File: src/rtl/poco_uart_tx.sv
// Memory-mapped 8N1 UART transmitter for the poco data bus.
// TXDATA pushes into a small FIFO; STATUS reports count/ovf/busy/empty/full.
module poco_uart_tx #(
   parameter int                DATA_W     = 16,
   parameter logic [DATA_W-1:0] BASE_ADDR  = 16'hFFF0,
   parameter int                FIFO_DEPTH = 4,
   parameter int                CLK_DIV    = 16
) (
   input  logic              clk,
   input  logic              rst,
   input  logic [DATA_W-1:0] daddr,
   input  logic [DATA_W-1:0] ddataout,
   input  logic              we,
   output logic [DATA_W-1:0] rdata,
   output logic              sel,
   output logic              txd,
   output logic              busy
);

   localparam int AW = $clog2(FIFO_DEPTH);
   localparam int CW = AW + 1;
   localparam int DW = $clog2(CLK_DIV);
   localparam logic [DATA_W-1:0] STAT_ADDR = BASE_ADDR + DATA_W'(1);
   localparam logic [CW-1:0]     DEPTH_C   = CW'(FIFO_DEPTH);
   localparam logic [DW-1:0]     DIV_LAST  = DW'(CLK_DIV - 1);

   typedef enum logic [1:0] {IDLE, START, DATA, STOP} state_t;

   state_t        state;
   logic [7:0]    mem [FIFO_DEPTH];
   logic [AW-1:0] wr_ptr;
   logic [AW-1:0] rd_ptr;
   logic [CW-1:0] count;
   logic          ovf;
   logic [7:0]    shift;
   logic [DW-1:0] div;
   logic [2:0]    bit_cnt;
   logic          txd_r;

   logic hit_data, hit_stat, push_req, full, empty, push, pop, div_end;
   logic [DATA_W-1:0] stat;
   logic unused_hi;

   assign hit_data = (daddr == BASE_ADDR);
   assign hit_stat = (daddr == STAT_ADDR);
   assign push_req = we && hit_data;
   assign full     = (count == DEPTH_C);
   assign empty    = (count == '0);
   // Full is judged before any same-cycle pop, so a write at full is always dropped.
   assign push     = push_req && !full;
   assign div_end  = (div == DIV_LAST);
   assign pop      = !empty && ((state == IDLE) || (state == STOP && div_end));
   assign unused_hi = ^ddataout[DATA_W-1:8];

   always_ff @(posedge clk) begin
      if (rst) begin
         wr_ptr <= '0;
         rd_ptr <= '0;
         count  <= '0;
         ovf    <= 1'b0;
      end else begin
         if (push) wr_ptr <= wr_ptr + 1'b1;
         if (pop)  rd_ptr <= rd_ptr + 1'b1;
         if (push && !pop)      count <= count + 1'b1;
         else if (pop && !push) count <= count - 1'b1;
         if (push_req && full)      ovf <= 1'b1;
         else if (we && hit_stat)   ovf <= 1'b0;
      end
   end

   always_ff @(posedge clk) begin
      if (push) mem[wr_ptr] <= ddataout[7:0];
   end

   always_ff @(posedge clk) begin
      if (pop)                         shift <= mem[rd_ptr];
      else if (state == DATA && div_end) shift <= shift >> 1;
   end

   // txd is registered and loaded with the level of the state being entered.
   always_ff @(posedge clk) begin
      if (rst) begin
         state   <= IDLE;
         txd_r   <= 1'b1;
         div     <= '0;
         bit_cnt <= '0;
      end else begin
         case (state)
            IDLE: begin
               if (!empty) begin
                  state <= START;
                  txd_r <= 1'b0;
               end
            end
            START: begin
               if (div_end) begin
                  div   <= '0;
                  state <= DATA;
                  txd_r <= shift[0];
               end else begin
                  div <= div + 1'b1;
               end
            end
            DATA: begin
               if (div_end) begin
                  div <= '0;
                  if (bit_cnt == 3'd7) begin
                     bit_cnt <= '0;
                     state   <= STOP;
                     txd_r   <= 1'b1;
                  end else begin
                     bit_cnt <= bit_cnt + 1'b1;
                     txd_r   <= shift[1];
                  end
               end else begin
                  div <= div + 1'b1;
               end
            end
            STOP: begin
               if (div_end) begin
                  div <= '0;
                  if (!empty) begin
                     state <= START;
                     txd_r <= 1'b0;
                  end else begin
                     state <= IDLE;
                  end
               end else begin
                  div <= div + 1'b1;
               end
            end
            default: state <= IDLE;
         endcase
      end
   end

   always_comb begin
      stat = '0;
      if (rst) begin
         stat[1] = 1'b1;
      end else begin
         stat[8:4] = 5'(count);
         stat[3]   = ovf;
         stat[2]   = busy;
         stat[1]   = empty;
         stat[0]   = full;
      end
   end

   assign busy  = (state != IDLE) || !empty;
   assign txd   = txd_r;
   assign sel   = hit_data || hit_stat;
   assign rdata = hit_stat ? stat : '0;

endmodule

File: config.mk
export PLATFORM = sky130hd
export DESIGN_NAME = poco_uart_tx
export DESIGN_NICKNAME = d
export VERILOG_FILES = /design/src/rtl/poco_uart_tx.sv
export SDC_FILE = /design/constraint.sdc
export NUM_CORES = 1
export LEC_CHECK = 0
export CAP_MARGIN = 40
export CORE_UTILIZATION = 40
export CTS_CLUSTER_SIZE = 30
export DETAILED_ROUTE_END_ITERATION = 8
export PLACE_DENSITY_LB_ADDON = 0.2
export SYNTH_ARGS = -nofsm -noshare
export SYNTH_HDL_FRONTEND = slang
export SYNTH_SLANG_ARGS = --single-unit
File: constraint.sdc
create_clock -name clk -period 3.8 [get_ports clk]
set_input_delay 0.76 -clock clk [delete_from_list [all_inputs] [get_ports clk]]
set_output_delay 0.76 -clock clk [all_outputs]
set_load 0.005 [all_outputs]
---- Yosys cells after proc, flatten, opt, wreduce, memory -nomap -nowiden ----
Memory sizes are Yosys's and may differ from the RTL's. A register that Yosys moved wholly into a read port is not among the register bits.
Index checks and enable logic that the tools add are counted.
word-level totals
  bits in writable memories ............... 32
  output and inout port bits .............. 19
  bits of input ports ..................... 35
  logic and storage cells ................. 84
  memories kept ........................... 1
  register bits ........................... 26
cells by class
  multiplexer cells ....................... 29
  equal/unequal tests ..................... 13
  reduce and logical (&&, ||, !) cells .... 26
  add/subtract/negate cells ............... 6
memories
  name  depth  width  read ports  clocked after Yosys merged registers in  write ports  RTL line  source
  mem   4      8      1           1                                        1            30        logic [7:0] mem [FIFO_DEPTH];
operators with widths
  operator                                       count
  == test 16 bit (second input constant)         2
  two-way mux 8 bit                              2
  two-way mux 2 bit                              7
  two-way mux 1 bit                              12
  logical AND 1 bit                              9
  two-way mux 3 bit                              3
  two-way mux 9 bit                              1
  inequality test 2 bit (second input constant)  4
  case mux 2 bit (4 select lines)                1
  nonzero test 2 bit                             4
  adder 3 x 1 -> 3 bit (second input constant)   2
  == test 3 bit (second input constant)          2
  two-way mux 5 bit                              1
  AND reduction 5 bit                            1
  adder 2 x 1 -> 2 bit (second input constant)   2
  adder 4 x 1 -> 4 bit (second input constant)   1
  == test 2 bit (second input constant)          2
  == test 4 bit (second input constant)          1
  logical NOT 1 bit                              4
  two-way mux 4 bit                              1
  case mux 1 bit (4 select lines)                1
  logical NOT 3 bit                              1
  logical OR 1 bit                               3
  AND reduction 3 bit                            1
  other kinds (6)                                6

---- Longest topological paths before layout ----
  word-level depth ........................ 7
  gate-level depth with buffers ........... 11
  mapped depth without buffers ............ 11

---- Worst setup path before layout ----
Ideal clock, no wire load.
  kind .................................... input to register
  start ................................... in daddr[1]
  end ..................................... reg count[2]
  setup time .............................. 71 ps
  stages on the path ...................... 10
  setup slack ............................. 460 ps
  path buffers ............................ 1
  required time ........................... 3729 ps
  data arrival time ....................... 3269 ps
  cell sequence ........................... or4b_1 -> or4_1 -> buf_6 -> nor3_4 -> ha_1 -> inv_1 -> fa_1 -> xor2_1 -> or3_1 -> a21oi_1
between the ends
  cells in the longest elaborated chain, start to end .. 6
  elaborated cells between the ends (all ways) .. 8
  classes of those cells .................. eq/ne: 1; mux: 1; reduce/logical: 6
RTL lines
  element                              RTL line  source
  start, declared                      11        input logic [DATA_W-1:0] daddr,
  == test 16 bit *                     44        assign hit_data = (daddr == BASE_ADDR);
  logical AND 1 bit *                  46        assign push_req = we && hit_data;
  logical AND 1 bit *                  50        assign push = push_req && !full;
  named net push                       40        logic hit_data, hit_stat, push_req, full, empty, push, pop, div_end;
  logical NOT 1 bit                    65        else if (pop && !push) count <= count - 1'b1;
  logical AND 1 bit                    65
  nonzero test 2 bit (no source line)  n/a
  end signal, assigned                 64        if (push && !pop) count <= count + 1'b1;
  end signal, assigned                 65
  end, declared                        33        logic [CW-1:0] count;
The timed path passes the listed nets; every way through them passes the cells marked *.
A chain may end at the register's enable or synchronous reset.

---- Worst setup path after layout ----
  start ................................... in daddr[1]
  end ..................................... out rdata[1]
between the ends
  cells in the longest elaborated chain, start to end .. 2
RTL lines
  element            RTL line  source
  == test 16 bit     45        assign hit_stat = (daddr == STAT_ADDR);
  two-way mux 9 bit  153       assign rdata = hit_stat ? stat : '0;
  end, declared      14        output logic [DATA_W-1:0] rdata,
No other way between the ends.

==> flow_summary.toml <==
[timing]
layout_worst_path_cycle_share_pct = 96.9
hold_viol = 0
worstMarginPinSlew_ns = 0.549
min_period_ns = 3.68
rsz0062_at_grt = "no"
slew_viol_final = 0
setup_ws_ns = 0.119
fin_skew_ns = 0.0114
fmax_mhz = 272
finalSetupViolCount = 0
setup-tns-final_ns = 0
slew_headroom_pct = 63.3

[cells_and_area]
drive_above_1_share_pct = 18.0
utilization_pct = 50.8
nNetsFinal = 305
area_delta_synth_final_pct = 23.2
stdcell_count = 341
num_antenna_cells = 0

[global_routing]
grt_pass1_wl_um = 8060
grt.overflow.total = 0
grt_antenna_before_repair = 0
grt_pass1_vias = 1702
track_usage_pct = 14.8
grt_start_max_net_pins = 18

[setup_path]
critPathLaunchType = "input pin"
crit_path_end_kind = "output pin"
critPathKind = "input pin to output pin"
cp.arrival_ns = 2.92
startpoint = "daddr[1]"
cp.required_ns = 3.04
crit_fanout = 5
r2r_start = "state[0]"

[power]
irDropWorstVdd_uv = 270
powerDensity_nw_per_um2 = 602
p_leak_nw = 1.29
p_total_mw = 2.07

[synthesis]
synth_top_area_cell = "edfxtp_1"
ys_top_cells_by_area = "edfxtp_1 (43%), dfxtp_1 (14%), mux4_2 (6.5%), ha_1 (5.8%), mux2_2 (2.8%)"
synth_edf_count = 40
synth.avg_cell_area_um2 = 13.4
ys_types = 44
synth-seq-area-share_pct = 57.5
syn_inst = 208
synthDominantCellAreaShare_pct = 43.1
synthArstFlopShare_pct = 0
synth_most_common_cell = "edfxtp_1"
synth-warning-count = 0
synth_seq_cells = 60
netlist_area_um2 = 2790
synth_common_cells = "edfxtp_1 (40), dfxtp_1 (20), nor2_1 (14)"
synth_top_flop_cell = "edfxtp_1"

[floorplan]
row_count = 30
core_um2 = 6760
die_h_um = 85.5
start_util_pct = 41.2
design.die.area_um2 = 7300
pin_count = 54
fp.dieW_um = 85.5

[placement]
port_buffers = 36
post-place-ws_ns = -0.117
dp_cells = 323
dp_hpwl_um = 3290
place_congestion = 0.727

[clocking]
clk_path_buf_depth = 2
clock_latency_ns = 0.34
clk_pin_slew_ns = 0.07
cts_root_buf = "clkbuf_8"
htreeDepth = 3
cts_inserted_buffers = 9
cts_tree = "yes"
cts.sinks = 60
ctsHoldBuffers = 0

[min_path]
hp-start = "bit_cnt[1]"
holdCritPathClass = "register to register"

[detailed_routing]
detail_route.wl_per_cell_um = 13.6
drc = 0
num_vias = 1704
wl_um = 4630
first_pass_iters = 4
drt_iter0_drc = 61
viasPerCell = 5.00
drtAntennaViolNets = 0

[job]
cap_violations = 0

[run_status]
status = "completed"
layout by cell type, fill, tap and decap left out, drive strengths merged, types with 2 or more instances in the layout:
| master | n |
|---|---|
| nand3 | 4 |
| nor2 | 14 |
| clkbuf | 9 |
| mux2 | 7 |
| nor3b | 3 |
| clkdlybuf4s15 | 3 |
| xor2 | 2 |
| edfxtp | 40 |
| xnor2 | 3 |
| clkinvlp | 2 |
| a21oi | 11 |
| o21ai | 4 |
| clkdlybuf4s50 | 30 |
| clkinv | 3 |
| inv | 11 |
| or2 | 2 |
| dlymetal6s2s | 3 |
| conb | 9 |
| dfxtp | 20 |
| nand4 | 5 |
| mux4 | 8 |
| o31ai | 2 |
| nand2 | 7 |
| and2 | 11 |
| ha | 13 |
| or3 | 4 |
| buf | 8 |
| nor3 | 5 |
| mux2i | 3 |
through the flow:
stage / hold slack (ns) / instance area, µm²
6_report: 0.459 / 3430
5_1_grt: 0.494 / 3430
4_1_cts: 0.458 / 3410
3_5_place_dp: 0.448 / 3220
3_3_place_gp: 0.446 / 3220
2_1_floorplan: 0.436 / 2820
power breakdown:
group          leakage [nW]  total, mW  internal [mW]  switching [mW]
clock network        0.0868      0.527          0.245           0.282
registers             0.527      0.917          0.830          0.0864
logic                 0.678      0.622          0.331           0.291
worst max-delay path: stages:
cell and delay [ns]:
clkdlybuf4s50_1 0.39, or4b_1 0.50, or4_4 0.45, buf_4 0.20
nor2_1 0.11, clkdlybuf4s50_1 0.51
sequential cells by signal, summed over array words and instances (netlist names), named ones only:
name	count
bit_cnt	3
wr_ptr	2
count	3
ovf	1
mem	32
shift	8
txd	1
div	4
rd_ptr	2
state	2
worst paths after layout:
kind / endpoint / slack, ns / depth (start not counted)
hold reg to reg: bit_cnt[1] / 0.46 / 2
setup reg to reg: count[2] / 1.14 / 12
hold / removal: bit_cnt[1] / 0.46 / 2
setup / recovery: rdata[1] / 0.12 / 6
cells by family (layout without fill, tap and decap cells):
kind of cell	after synthesis	count (layout)	synth area share, %
adder cells (fa/ha/maj)	14	14	6.56
XOR/XNOR	5	5	1.57
multiplexers	18	18	10.4
flip-flops	60	60	57.5
AO/OA/AOI/OAI	24	24	5.79
AND/OR/NAND/NOR	62	62	12.9
other	1	9	0.135
buffers and inverters	24	69	5.16
cell type report:
class / instances / area [µm²]
Fill cell: 613 / 3320
Sequential cell: 60 / 1600
Multi-Input combinational cell: 132 / 1070
Timing Repair Buffer: 44 / 428
Clock buffer: 9 / 124
Tap cell: 80 / 100
Clock inverter: 7 / 58.8
Inverter: 9 / 46.3
metal layers:
metal / wire length (µm) / share of wire, % / track usage [%] / up-vias
met1: 2180 / 47 / 18.5 / 804
li1: - / - / - / 851
met4: 89 / 1.9 / 7.73 / 0
met2: 2160 / 47 / 22.4 / 42
met3: 208 / 4.5 / 5.35 / 7
met5: 0 / 0 / 0 / -
timing repair:
item                       CTS  global route
gates cloned                 0             0
setup endpoints to repair    7             3
resized for setup            4             6
buffers inserted             1             1
pin swaps                    3             1
Note: power is estimated with default switching activity, not from simulation.
